==> src/rtl/adder_tree_reduce_ctrl_pkg.sv <==
// Shared types and sizes for the adder-tree reduction controller.
// Latency: n/a (declarations only).
// Backpressure: n/a.
package adder_tree_reduce_ctrl_pkg;
  localparam int ACC_DATA_WIDTH   = 32;
  localparam int ADDER_TREE_LANES = 8;

  typedef enum logic [1:0] {RED_IDLE, RED_RUN, RED_OUT} red_state_t;
endpackage

==> src/rtl/adder_tree_reduce_ctrl_if.sv <==
// Beat input stream and reduced-sum output stream of the reduction controller.
// Latency: n/a (wiring only).
// Backpressure: valid/ready on both streams; slave = reducer side.
interface adder_tree_reduce_ctrl_if;
  import adder_tree_reduce_ctrl_pkg::*;

  logic                                         in_valid_i;
  logic                                         in_ready_o;
  logic [ADDER_TREE_LANES*ACC_DATA_WIDTH-1:0]   in_data_i;
  logic                                         out_valid_o;
  logic                                         out_ready_i;
  logic [ACC_DATA_WIDTH-1:0]                    out_data_o;

  modport slave (
    input  in_valid_i, in_data_i, out_ready_i,
    output in_ready_o, out_valid_o, out_data_o
  );

  modport master (
    output in_valid_i, in_data_i, out_ready_i,
    input  in_ready_o, out_valid_o, out_data_o
  );
endinterface

==> src/rtl/adder_tree.sv <==
// Combinational 8-input signed adder tree, wrapping modulo 2^ACC_DATA_WIDTH.
// Latency: 0 cycles.
// Backpressure: none; operands forced to zero when use_adder_tree is low.
module adder_tree
  import adder_tree_reduce_ctrl_pkg::*;
(
  input  logic                             use_adder_tree,
  input  logic signed [ACC_DATA_WIDTH-1:0] operands [ADDER_TREE_LANES],
  output logic signed [ACC_DATA_WIDTH-1:0] sum
);
  logic signed [ACC_DATA_WIDTH-1:0] gated [ADDER_TREE_LANES];
  logic signed [ACC_DATA_WIDTH-1:0] lvl1  [4];
  logic signed [ACC_DATA_WIDTH-1:0] lvl2  [2];

  // Gate operands so the tree stays quiet when nothing is transferring, then add pairwise.
  always_comb begin
    for (int k = 0; k < ADDER_TREE_LANES; k++) begin
      gated[k] = use_adder_tree ? operands[k] : '0;
    end
    for (int k = 0; k < 4; k++) begin
      lvl1[k] = gated[2*k] + gated[2*k+1];
    end
    for (int k = 0; k < 2; k++) begin
      lvl2[k] = lvl1[2*k] + lvl1[2*k+1];
    end
    sum = lvl2[0] + lvl2[1];
  end
endmodule

==> src/rtl/adder_tree_reduce_ctrl.sv <==
// Reduces cfg_num_beats 8-lane beats through the adder tree into one wrapped signed sum.
// Latency: result valid the cycle after the last beat is accepted; 1 beat/cycle in RUN.
// Backpressure: in_ready only in RUN; result held in OUT until out_ready.
module adder_tree_reduce_ctrl
  import adder_tree_reduce_ctrl_pkg::*;
#(
  parameter int BEAT_CNT_W = 8
) (
  input  logic                  clk_i,
  input  logic                  rst_ni,
  input  logic                  clear_i,
  input  logic                  start_i,
  input  logic [BEAT_CNT_W-1:0] cfg_num_beats_i,
  output logic                  busy_o,
  adder_tree_reduce_ctrl_if.slave bus
);
  localparam int LANES = ADDER_TREE_LANES;
  localparam int W     = ACC_DATA_WIDTH;

  red_state_t              state_q, state_d;
  logic [BEAT_CNT_W-1:0]   beats_q, beat_cnt_q;
  logic signed [W-1:0]     acc_q;
  logic signed [W-1:0]     tree_sum;
  logic signed [W-1:0]     lanes [LANES];
  logic                    use_adder_tree;
  logic                    last_beat;

  // Unpack the flat beat bus into signed lanes for the tree.
  always_comb begin
    for (int k = 0; k < LANES; k++) begin
      lanes[k] = bus.in_data_i[k*W +: W];
    end
  end

  assign use_adder_tree = bus.in_valid_i && bus.in_ready_o;
  assign last_beat      = (beat_cnt_q == beats_q - 1'b1);
  assign bus.out_data_o = acc_q;

  adder_tree u_adder_tree (
    .use_adder_tree (use_adder_tree),
    .operands       (lanes),
    .sum            (tree_sum)
  );

  // State register.
  always_ff @(posedge clk_i or negedge rst_ni) begin
    if (!rst_ni) state_q <= RED_IDLE;
    else         state_q <= state_d;
  end

  // Next-state logic; clear overrides every transition.
  always_comb begin
    state_d = state_q;
    case (state_q)
      RED_IDLE: if (start_i) state_d = (cfg_num_beats_i == '0) ? RED_OUT : RED_RUN;
      RED_RUN:  if (use_adder_tree && last_beat) state_d = RED_OUT;
      RED_OUT:  if (bus.out_valid_o && bus.out_ready_i) state_d = RED_IDLE;
      default:  state_d = RED_IDLE;
    endcase
    if (clear_i) state_d = RED_IDLE;
  end

  // Outputs decoded from state; ready is dropped during clear so an aborted beat is never taken.
  always_comb begin
    busy_o          = (state_q != RED_IDLE);
    bus.in_ready_o  = (state_q == RED_RUN) && !clear_i;
    bus.out_valid_o = (state_q == RED_OUT);
  end

  // Beat counter and accumulator; cleared on start and on abort.
  always_ff @(posedge clk_i or negedge rst_ni) begin
    if (!rst_ni) begin
      beats_q    <= '0;
      beat_cnt_q <= '0;
      acc_q      <= '0;
    end else if (clear_i) begin
      beat_cnt_q <= '0;
      acc_q      <= '0;
    end else begin
      case (state_q)
        RED_IDLE: if (start_i) begin
          beats_q    <= cfg_num_beats_i;
          beat_cnt_q <= '0;
          acc_q      <= '0;
        end
        RED_RUN: if (use_adder_tree) begin
          acc_q      <= acc_q + tree_sum;
          beat_cnt_q <= beat_cnt_q + 1'b1;
        end
        default: ;
      endcase
    end
  end
endmodule

==> src/flat_wrapper.sv <==
// flat-port wrapper written by rule: the top's interface ports become plain ports
module adder_tree_reduce_ctrl_flat import adder_tree_reduce_ctrl_pkg::*;
#(
  parameter int BEAT_CNT_W = 8
)
  (clk_i, rst_ni, clear_i, start_i, cfg_num_beats_i, busy_o, bus_in_valid_i, bus_in_data_i, bus_out_ready_i, bus_in_ready_o, bus_out_valid_o, bus_out_data_o);
  adder_tree_reduce_ctrl_if bus_i ();
  input  logic clk_i;
  input  logic rst_ni;
  input  logic clear_i;
  input  logic start_i;
  input  logic [BEAT_CNT_W-1:0] cfg_num_beats_i;
  output logic busy_o;
  input wire logic [$bits(bus_i.in_valid_i)-1:0] bus_in_valid_i;
  input wire logic [$bits(bus_i.in_data_i)-1:0] bus_in_data_i;
  input wire logic [$bits(bus_i.out_ready_i)-1:0] bus_out_ready_i;
  output wire logic [$bits(bus_i.in_ready_o)-1:0] bus_in_ready_o;
  output wire logic [$bits(bus_i.out_valid_o)-1:0] bus_out_valid_o;
  output wire logic [$bits(bus_i.out_data_o)-1:0] bus_out_data_o;
  assign bus_i.in_valid_i = bus_in_valid_i;
  assign bus_i.in_data_i = bus_in_data_i;
  assign bus_i.out_ready_i = bus_out_ready_i;
  assign bus_in_ready_o = bus_i.in_ready_o;
  assign bus_out_valid_o = bus_i.out_valid_o;
  assign bus_out_data_o = bus_i.out_data_o;
  adder_tree_reduce_ctrl #(.BEAT_CNT_W(BEAT_CNT_W)) u_core (.clk_i(clk_i), .rst_ni(rst_ni), .clear_i(clear_i), .start_i(start_i), .cfg_num_beats_i(cfg_num_beats_i), .busy_o(busy_o), .bus(bus_i));
endmodule
==> config.mk <==
export PLATFORM = sky130hd
export DESIGN_NAME = adder_tree_reduce_ctrl_flat
export DESIGN_NICKNAME = d
export VERILOG_FILES = /design/src/rtl/adder_tree_reduce_ctrl_pkg.sv /design/src/rtl/adder_tree_reduce_ctrl_if.sv /design/src/rtl/adder_tree.sv /design/src/rtl/adder_tree_reduce_ctrl.sv /design/src/flat_wrapper.sv
export SDC_FILE = /design/constraint.sdc
export NUM_CORES = 1
export LEC_CHECK = 0
export BUFFER_PORTS_ARGS = -buffer_cell sky130_fd_sc_hd__buf_2
export CORE_ASPECT_RATIO = 0.7
export CORE_MARGIN = 1.5
export CORE_UTILIZATION = 35
export DETAILED_ROUTE_END_ITERATION = 7
export HOLD_SLACK_MARGIN = 0.06
export PLACE_DENSITY = 0.57
export SYNTH_ARGS = -nofsm -noshare
export SYNTH_HDL_FRONTEND = slang
export SYNTH_SLANG_ARGS = --single-unit
==> constraint.sdc <==
create_clock -name clk_i -period 16.5 [get_ports clk_i]
set_input_delay 3.3 -clock clk_i [delete_from_list [all_inputs] [get_ports clk_i]]
set_output_delay 3.3 -clock clk_i [all_outputs]
set_load 0.005 [all_outputs]
## Word level (Yosys, flattened, before mapping)

Index checks and enable logic that the tools add are counted.

- Logic and storage cells: 56
- Input port bits: 270
- Bits in registers: 50
- Output and inout port bits: 35

- Add/subtract/negate cells: 10
- Mux-type cells: 22
- Equality and inequality tests: 7
- Bitwise gates (word level): 1
- Reduce and logical (&&, ||, !) cells: 12

Operator list:

| kind | number |
|---|---|
| two-way mux 32 bit | 11 |
| adder 32 bit | 8 |
| one-hot mux 32 bit (2 select lines) | 1 |
| two-way mux 8 bit | 3 |
| one-hot mux 8 bit (2 select lines) | 1 |
| two-way mux 2 bit | 5 |
| inequality test 3 bit (second input constant) | 3 |
| AND reduction 3 bit | 3 |
| adder 8 x 1 -> 8 bit (second input constant) | 1 |
| equality test 8 bit | 1 |
| zero test 8 bit | 1 |
| subtractor 8 x 1 -> 8 bit (second input constant) | 1 |
| one-hot mux 2 bit (3 select lines) | 1 |
| logical AND 1 bit | 4 |
| inequality test 3 x 2 -> 1 bit (second input constant) | 1 |
| nonzero test 3 bit | 1 |
| equality test 2 x 1 -> 1 bit (second input constant) | 1 |
| equality test 2 bit (second input constant) | 1 |
| zero test 2 bit | 1 |
| nonzero test 2 bit | 1 |
| zero test 1 bit | 1 |
| inverter 1 bit | 1 |

## Depth between registers and ports, before layout

Gate-level depths: netlist (run 1).

- Word-level depth: 11
- Mapped depth: 24
- Mapped depth without buffers: 22

## Hierarchy

Synthesis (run 1) repeated with hierarchy kept, for this count alone.

- Cell total of the unflattened synthesis: 1,245
- Area, all modules: 11,121.9 um^2

Modules (own cells, without submodules):

| module | instances | area each (um^2) | cells an instance |
|---|---|---|---|
| adder_tree | 1 | 7,328.3 | 813 |
| adder_tree_reduce_ctrl | 1 | 3,793.6 | 432 |

## Least setup slack after synthesis (run 1)

No wires, ideal clock.

- Path type: input to register
- From: input port clear_i
- To: register u_core.acc_q[30], in the netlist u_core.bus.out_data_o[30]
- Stages on the path: 22
- Arrival: 8.507 ns
- Library setup time: 0.087 ns
- Slack: 7.907 ns
- Path through: nor2_1 and3_1 clkbuf_1 clkbuf_1 clkbuf_1 nand2_1 fa_1 inv_1 fa_1 fa_1 inv_1 fa_1 inv_1 ha_1 buf_2 and4_1 nand2_1 a311o_1 a311oi_2 o21ai_2 a2111o_1 o211ai_1

- Word-level cells in the longest chain between the ends: 11

RTL lines:

| element | RTL line | source |
|---|---|---|
| from (decl) | flat_wrapper.sv:10 | `input logic clear_i;` |
| zero test 1 bit | adder_tree_reduce_ctrl.sv:66 | `bus.in_ready_o = (state_q == RED_RUN) && !clear_i;` |
| logical AND 1 bit | adder_tree_reduce_ctrl.sv:66 |  |
| logical AND 1 bit | adder_tree_reduce_ctrl.sv:35 | `assign use_adder_tree = bus.in_valid_i && bus.in_ready_o;` |
| two-way mux 32 bit | adder_tree.sv:18 | `gated[k] = use_adder_tree ? operands[k] : '0;` |
| adder 32 bit | adder_tree.sv:21 | `lvl1[k] = gated[2*k] + gated[2*k+1];` |
| adder 32 bit | adder_tree.sv:24 | `lvl2[k] = lvl1[2*k] + lvl1[2*k+1];` |
| adder 32 bit | adder_tree.sv:26 | `sum = lvl2[0] + lvl2[1];` |
| adder 32 bit | adder_tree_reduce_ctrl.sv:87 | `acc_q <= acc_q + tree_sum;` |
| two-way mux 32 bit | adder_tree_reduce_ctrl.sv:86 | `RED_RUN: if (use_adder_tree) begin` |
| one-hot mux 32 bit (2 select lines) | adder_tree_reduce_ctrl.sv:80 | `case (state_q)` |
| two-way mux 32 bit | adder_tree_reduce_ctrl.sv:76 | `end else if (clear_i) begin` |
| to (signal assigned) | adder_tree_reduce_ctrl.sv:87 |  |
| to (decl) | adder_tree_reduce_ctrl.sv:22 | `logic signed [W-1:0] acc_q;` |

Parallel ways exist; a longest one is shown, timed or not. The select of a mux whose other input is x is not followed.
A chain may end at the register's enable or synchronous reset.

## Worst setup path after layout (run 1)

Ends and elaborated chain as after synthesis.

==> reports/metrics.csv, run 1 <==
metric,value,unit
cts_tree,built,
avgSynthCellArea,8.85,um2
fin_nets,1980,
crit_chain,"buf_2, nor2_1, nand2_1, inv_4, buf_4, and3_1, fa_1, fa_1, fa_1, inv_1, fa_1, inv_1, ha_1, nand2_1, nor4_1, o211ai_2, a311oi_2, o21ai_2, a2111o_1, o211ai_1",
clk_pin_slew,0.08,ns
synth_nets,1726,
cts_htree_levels,2,
vias,9102,
drv_slew,0,
finalCriticalPeriod,9.53,ns
yosysTopAreaCellShare,39.9,%
grt_antenna_before_repair,8,
final_common_cell,buf_2,
worstPathRequired,16.73,ns
path_max_fanout,126,
dpl.hpwl,27400,um
p_sw,0.284,mW
ys_async_sr_fraction,100,%
critPathLaunchType,primary input,
setup-violations-final,0,
multi_input_area,8240,um2
r2r_setup_slack,9.69,ns
routed_wl,32700,um
cts-hold-fix-buffers,0,
finalHoldViolCount,0,
synth.cell_area,10700,um2
grt_pass1_vias,9328,
yosys-top-cells-area,"fa_1, dfrtp_1, and3_1, inv_1, nand2_1",
placed_area,12500,um2
cts_buffer_depth,2,
regToRegStartpoint,u_core.state_q[1],
pwr_density_cell,49.3,nW/um2
p_leak,7.32,nW
synth-seq-area-share,11.7,%
post-cts-setup-buffers,0,
overflow,0,
cp-end-kind,register,
io_buffers,304,
clockPowerShare,18.7,%
ir_drop,0.0375,mV
initial_core_util,35.6,%
wl_per_cell,17.4,um
synth_enable_flop_cells,0,
status,"complete, no violations",
num_rows,53,
crit_top_cell,fa_1,
nFillCells,3073,
swShare,45.5,%
place.gp.congestion,0.929,
skew,0.00725,ns
core-area,30000,um2
worst_pin_slew,1.12,ns
syn-instance-count,1209,
r2r_cells,19,
antenna_left,0,
seqCellArea,1250,um2
firstDrtPassIters,5,
holdWs,0.520,ns
post_cts_resized,0,
crit_path_max_incr_delay,0.84,ns
whs_path_depth,1,
routed_via_density,4.85,
max_slew_margin,24.9,%
ys_types,64,
worstHoldStart,u_core.beat_cnt_q[7],
cts_sinks,50,
cts_buffers,5,
whs_endpoint,u_core.beat_cnt_q[7],
arrival,9.76,ns
path_class,in -> reg,
die_y,149,um
grt_pass1_wl,51800,um
crit_path_top_delay_cell,buf_4,
yosysTopAreaCell,fa_1,
die_width,212,um
r2r-end,u_core.bus.out_data_o[30],
drive_gt1_share,23.3,%
worstSkewPairLatency,0.31,ns
synth_seq_cells,50,
synth.yosys.warnings,0,
drv_cap,0,
drc,0,
drtIter0Drc,454,
fin_area,12700,um2
grt_start_max_net_pins,146,
cts_root_buffer,clkbuf_16,
period_share,57.8,%
ys.flop_type,dfrtp_1,
clock.fmax,105,MHz
grtUsageTotal,21.4,%
rsz0062_at_grt,no,
comb_power_share,58.1,%
seq_power_share,23.3,%
syn2layout_area_growth,18.8,%
most-common-layout-cells,"buf_2, inv_1, fa_1",
ios,305,
hold_class,reg -> reg,
intPower,0.341,mW
dieArea,31600,um2
tns,0,ns
[cells in the mapped netlist (6+ instances only)]
cell type  number
dfrtp_1        50
nand2_1       126
xnor2_1        30
a21o_1         12
o21ai_1        12
and3_1        182
nor4_1          7
a22o_1          8
o21ai_0        43
nor2_1         24
nand4_1         6
nor3_1          9
a21oi_1        24
xor2_1         14
or3_1           7
buf_2           6
a31oi_1         9
mux2_2          6
inv_1         259
nand3_1         9
clkbuf_1       55
ha_1           34
fa_1          213
[sequential cells by signal, summed over array words and instances, names as in the netlist]
name and flops:
u_core.bus.out_data_o 32, u_core.beat_cnt_q 8, u_core.state_q 2, u_core.beats_q 8
[cell type report]
type / instances / area share (%)
multi-input combinational: 837 / 64.8
timing repair buffer: 310 / 12.3
sequential: 50 / 9.85
inverter: 259 / 7.67
tap: 412 / 4.06
clock buffer: 5 / 0.985
clock inverter: 3 / 0.227
antenna: 1 / 0.0197
[logic make-up (layout without fill, tap and decap cells)]
family,Yosys count,count (layout),synth area share [%]
xor gates and xnor gates,44,44,3.60
and+or+nand+nor,388,388,19.2
buffers and inverters,322,577,11.4
other,0,1,0
DFF,50,50,11.7
muxes,9,9,0.913
adders and majority gates,247,247,43.9
AOI/OAI and AO/OA,149,149,9.34
[worst max-delay path by stage]
stage          depth (start not counted)     from                        end
2_1_floorplan                         22  clear_i  u_core.bus.out_data_o[30]
3_3_place_gp                          20  clear_i  u_core.bus.out_data_o[29]
3_5_place_dp                          20  clear_i  u_core.bus.out_data_o[30]
4_1_cts                               20  clear_i  u_core.bus.out_data_o[30]
5_1_grt                               20  clear_i  u_core.bus.out_data_o[30]
6_report                              20  clear_i  u_core.bus.out_data_o[30]
[power by group through the flow]
stage          logic, mW  registers (mW)  clock network, mW
2_1_floorplan      0.248           0.145                  0
3_5_place_dp       0.361           0.148                  0
4_1_cts            0.365           0.146              0.121
3_3_place_gp       0.359           0.148                  0
5_1_grt            0.415           0.148              0.125
6_report           0.363           0.146              0.117
[per-layer routing]
layer	track usage, %	up-vias	wire, um
met2	32.5	258	14300
met4	2.36	2	215
li1	-	4333	-
met1	32.7	4486	16300
met3	3.58	23	1840
met5	0	-	9
[through the flow]
stage	util (%)	power, mW	instances	setup WS [ns]
floorplan	-	0.393	1209	7.91
global placement	41.8	0.507	1868	6.89
detailed placement	41.8	0.509	1868	6.75
CTS	42.3	0.632	1876	7.06
global route	42.3	0.688	1877	6.61
finish	42.3	0.626	1877	6.97
[critical path, delay by kind of cell]
family / cells / cell delay, ns
AOI/OAI and AO/OA: 5 / 1.18
adders and majority gates: 5 / 2.40
buffers and inverters: 5 / 1.44
and+or+nand+nor: 5 / 1.34
Note: power is estimated with default switching activity, not from simulation.
==> run 2: changes to the inputs <==
--- a/config.mk
+++ b/config.mk
@@ -5,6 +5,7 @@
 export SDC_FILE = /design/constraint.sdc
 export NUM_CORES = 1
 export LEC_CHECK = 0
+export ABC_AREA = 1
 export BUFFER_PORTS_ARGS = -buffer_cell sky130_fd_sc_hd__buf_2
 export CORE_ASPECT_RATIO = 0.7
 export CORE_MARGIN = 1.5
==> constraint.sdc (replaced) <==
create_clock -name clk_i -period 9.09 [get_ports clk_i]
set_input_delay 1.818 -clock clk_i [delete_from_list [all_inputs] [get_ports clk_i]]
set_output_delay 1.818 -clock clk_i [all_outputs]
set_load 0.005 [all_outputs]
==> reports/metrics.csv, run 2 <==
metric,value,unit,change
layout_setup_ws,2.13,ns,was 6.97 ns
ir_drop,0.0946,mV,was 0.0375 mV
routed_wl,30300,um,was 32700 um
yosysTopAreaCellShare,38.0,%,was 39.9%
ys_types,43,,was 64
path_class,in -> reg,,unchanged
fin_nets,2360,,was 1980
hold_class,reg -> reg,,unchanged
grt_antenna_before_repair,13,,was 8
avgSynthCellArea,7.19,um2,was 8.85 um2
ios,305,,unchanged
grt_start_max_net_pins,80,,was 146
largest_reg_flops,32,,unchanged
drc,0,,unchanged
whs_path_depth,1,,unchanged
syn2layout_area_growth,18.9,%,was 18.8%
period_share,76.6,%,
cts_tree,built,,unchanged
vias,9884,,was 9102
pwr_density_cell,157,nW/um2,was 49.3 nW/um2
synth.yosys.warnings,0,,unchanged
syn-instance-count,1561,,was 1209
clock.fmax,144,MHz,
die_width,217,um,was 212 um
routed_via_density,4.35,,was 4.85
worst_pin_slew,0.825,ns,was 1.12 ns
tns,0,ns,unchanged
firstDrtPassIters,5,,unchanged
finalCriticalPeriod,6.96,ns,
clk_pin_slew,0.09,ns,was 0.08 ns
arrival,7.17,ns,was 9.76 ns
grtUsageTotal,19.1,%,was 21.4%
yosysTopAreaCell,fa_1,,unchanged
final_common_cell,inv_1,,was buf_2
whs_endpoint,u_core.beats_q[7],,was u_core.beat_cnt_q[7]
synth.cell_area,11200,um2,was 10700 um2
p_leak,8.12,nW,was 7.32 nW
worstSkewPairLatency,0.32,ns,was 0.31 ns
io_buffers,304,,unchanged
cts_buffers,5,,unchanged
r2r_setup_slack,3.33,ns,was 9.69 ns
r2r-end,u_core.bus.out_data_o[30],,unchanged
worstHoldStart,u_core.beats_q[7],,was u_core.beat_cnt_q[7]
cts_sinks,50,,unchanged
cts_root_buffer,clkbuf_16,,unchanged
path_max_fanout,27,,was 126
post-cts-setup-buffers,0,,unchanged
skew,0.0119,ns,was 0.00725 ns
wl_per_cell,13.3,um,was 17.4 um
worstPathRequired,9.30,ns,was 16.73 ns
yosys-top-cells-area,"fa_1, inv_1, dfrtp_1, nand2_1, nor2_1",,"was fa_1, dfrtp_1, and3_1, inv_1, nand2_1"
num_rows,54,,was 53
place.gp.congestion,0.860,,was 0.929
cts_htree_levels,2,,unchanged
initial_core_util,35.8,%,was 35.6%
post_cts_resized,0,,unchanged
r2r_cells,25,,was 19
dieArea,33100,um2,was 31600 um2
rsz0062_at_grt,no,,unchanged
regToRegStartpoint,u_core.state_q[1],,unchanged
grt_pass1_wl,50800,um,was 51800 um
overflow,0,,unchanged
drtIter0Drc,424,,was 454
ys.flop_type,dfrtp_1,,unchanged
dpl.hpwl,26800,um,was 27400 um
most-common-layout-cells,"inv_1, buf_2, nand2_1",,"was buf_2, inv_1, fa_1"
status,"complete, no violations",,unchanged
cts-hold-fix-buffers,0,,unchanged
cp-end-kind,register,,unchanged
cts_buffer_depth,2,,unchanged
synth_common_cells,"inv_1, nand2_1, nor2_1",,"was inv_1, fa_1, and3_1"
max_slew_margin,45.0,%,was 24.9%
synth_nets,2078,,was 1726
drv_cap,0,,unchanged
pre_cts_ws,1.78,ns,was 6.75 ns
ys_async_sr_fraction,100,%,unchanged
synth-seq-area-share,11.2,%,was 11.7%
synth_enable_flop_cells,0,,unchanged
critPathLaunchType,primary input,,unchanged
setup-violations-final,0,,unchanged
synth_most_common_cell,inv_1,,unchanged
core-area,31400,um2,was 30000 um2
synth_seq_cells,50,,unchanged
drive_gt1_share,18.6,%,was 23.3%
antenna_left,0,,unchanged
drv_slew,0,,unchanged
grt_pass1_vias,10318,,was 9328
die_y,153,um,was 149 um
finalHoldViolCount,0,,unchanged
## run 2: changes by cell type after synthesis, sizes merged, moves of 12 or more
cell | before | now
a21oi | 26 | 46
nand2 | 126 | 277
and3 | 183 | 1
clkbuf | 56 | 7
nand3 | 9 | 38
inv | 259 | 499
o21ai | 56 | 44
nor2 | 24 | 249
xnor2 | 30 | 5
buf | 7 | 28
## run 2: area by class of cell
| class | count | area (um2) |
|---|---|---|
| Multi-Input combinational cell | 977 | 7930 |
| Antenna cell | 7 | 17.5 |
| Clock inverter | 3 | 26.3 |
| Inverter | 499 | 1880 |
| Sequential cell | 50 | 1250 |
| Timing Repair Buffer | 310 | 1580 |
| Tap cell | 420 | 526 |
| Fill cell | 3381 | 18000 |
| Clock buffer | 5 | 125 |
## run 2: kinds of logic after synthesis
| logic type | synth area share [%] |
|---|---|
| mux | 0.201 |
| simple gates | 22.1 |
| fa+ha+maj | 41.8 |
| xor+xnor | 0.982 |
| buf+inv | 18.2 |
| flops | 11.2 |
| compound gates | 5.60 |
## run 2: worst max-delay path by stage
| stage | from | end | slack [ns] | cells past startpoint |
|---|---|---|---|---|
| floorplan | clear_i | u_core.bus.out_data_o[30] | 2.75 | 27 |
| global placement | clear_i | u_core.bus.out_data_o[30] | 1.79 | 26 |
| detailed placement | clear_i | u_core.bus.out_data_o[30] | 1.78 | 26 |
| CTS | clear_i | u_core.bus.out_data_o[30] | 2.09 | 26 |
| global route | clear_i | u_core.bus.out_data_o[28] | 1.72 | 26 |
| finish | clear_i | u_core.bus.out_data_o[30] | 2.13 | 26 |
## run 2: routing by layer
layer,track usage [%],wire (um),vias up
li1,-,-,4997
met1,28.1,14900,4630
met2,29.1,12800,228
met3,4.63,2220,21
met4,2.48,269,8
met5,0,55,-
## run 2: worst max-delay path: stages
cell	delay, ns
buf_2	0.13
nor2_4	0.19
nand3_4	0.10
clkinv_2	0.33
buf_4	0.34
nand2_1	0.11
fa_1	0.52
inv_1	0.06
fa_1	0.48
fa_1	0.54
inv_1	0.05
fa_1	0.44
inv_1	0.07
ha_1	0.15
inv_1	0.06
fa_1	0.48
o21ai_2	0.25
nand2_1	0.08
nand2_1	0.28
nand2_1	0.09
nand2_1	0.18
nand2_1	0.16
nand2_1	0.10
nand2_1	0.05
nand3_1	0.06
nand2_1	0.05
## run 2: power breakdown
group	leakage (nW)	internal [mW]	switching [mW]	total [mW]
clock network	0.0753	0.106	0.110	0.216
logic	7.37	0.592	0.974	1.57
registers	0.669	0.272	0.0447	0.317
## run 2: per-stage QoR
step | power [mW] | utilization, % | instance area, um2 | hold slack, ns | std cells
after floorplan | 1.46 | - | 11200 | 0.494 | 1561
after global placement | 1.89 | 42.0 | 13200 | 0.516 | 2256
after detailed placement | 1.90 | 42.0 | 13200 | 0.526 | 2256
after CTS | 2.15 | 42.5 | 13300 | 0.546 | 2264
after global routing | 2.40 | 42.5 | 13300 | 0.566 | 2265
final | 2.10 | 42.5 | 13300 | 0.540 | 2271
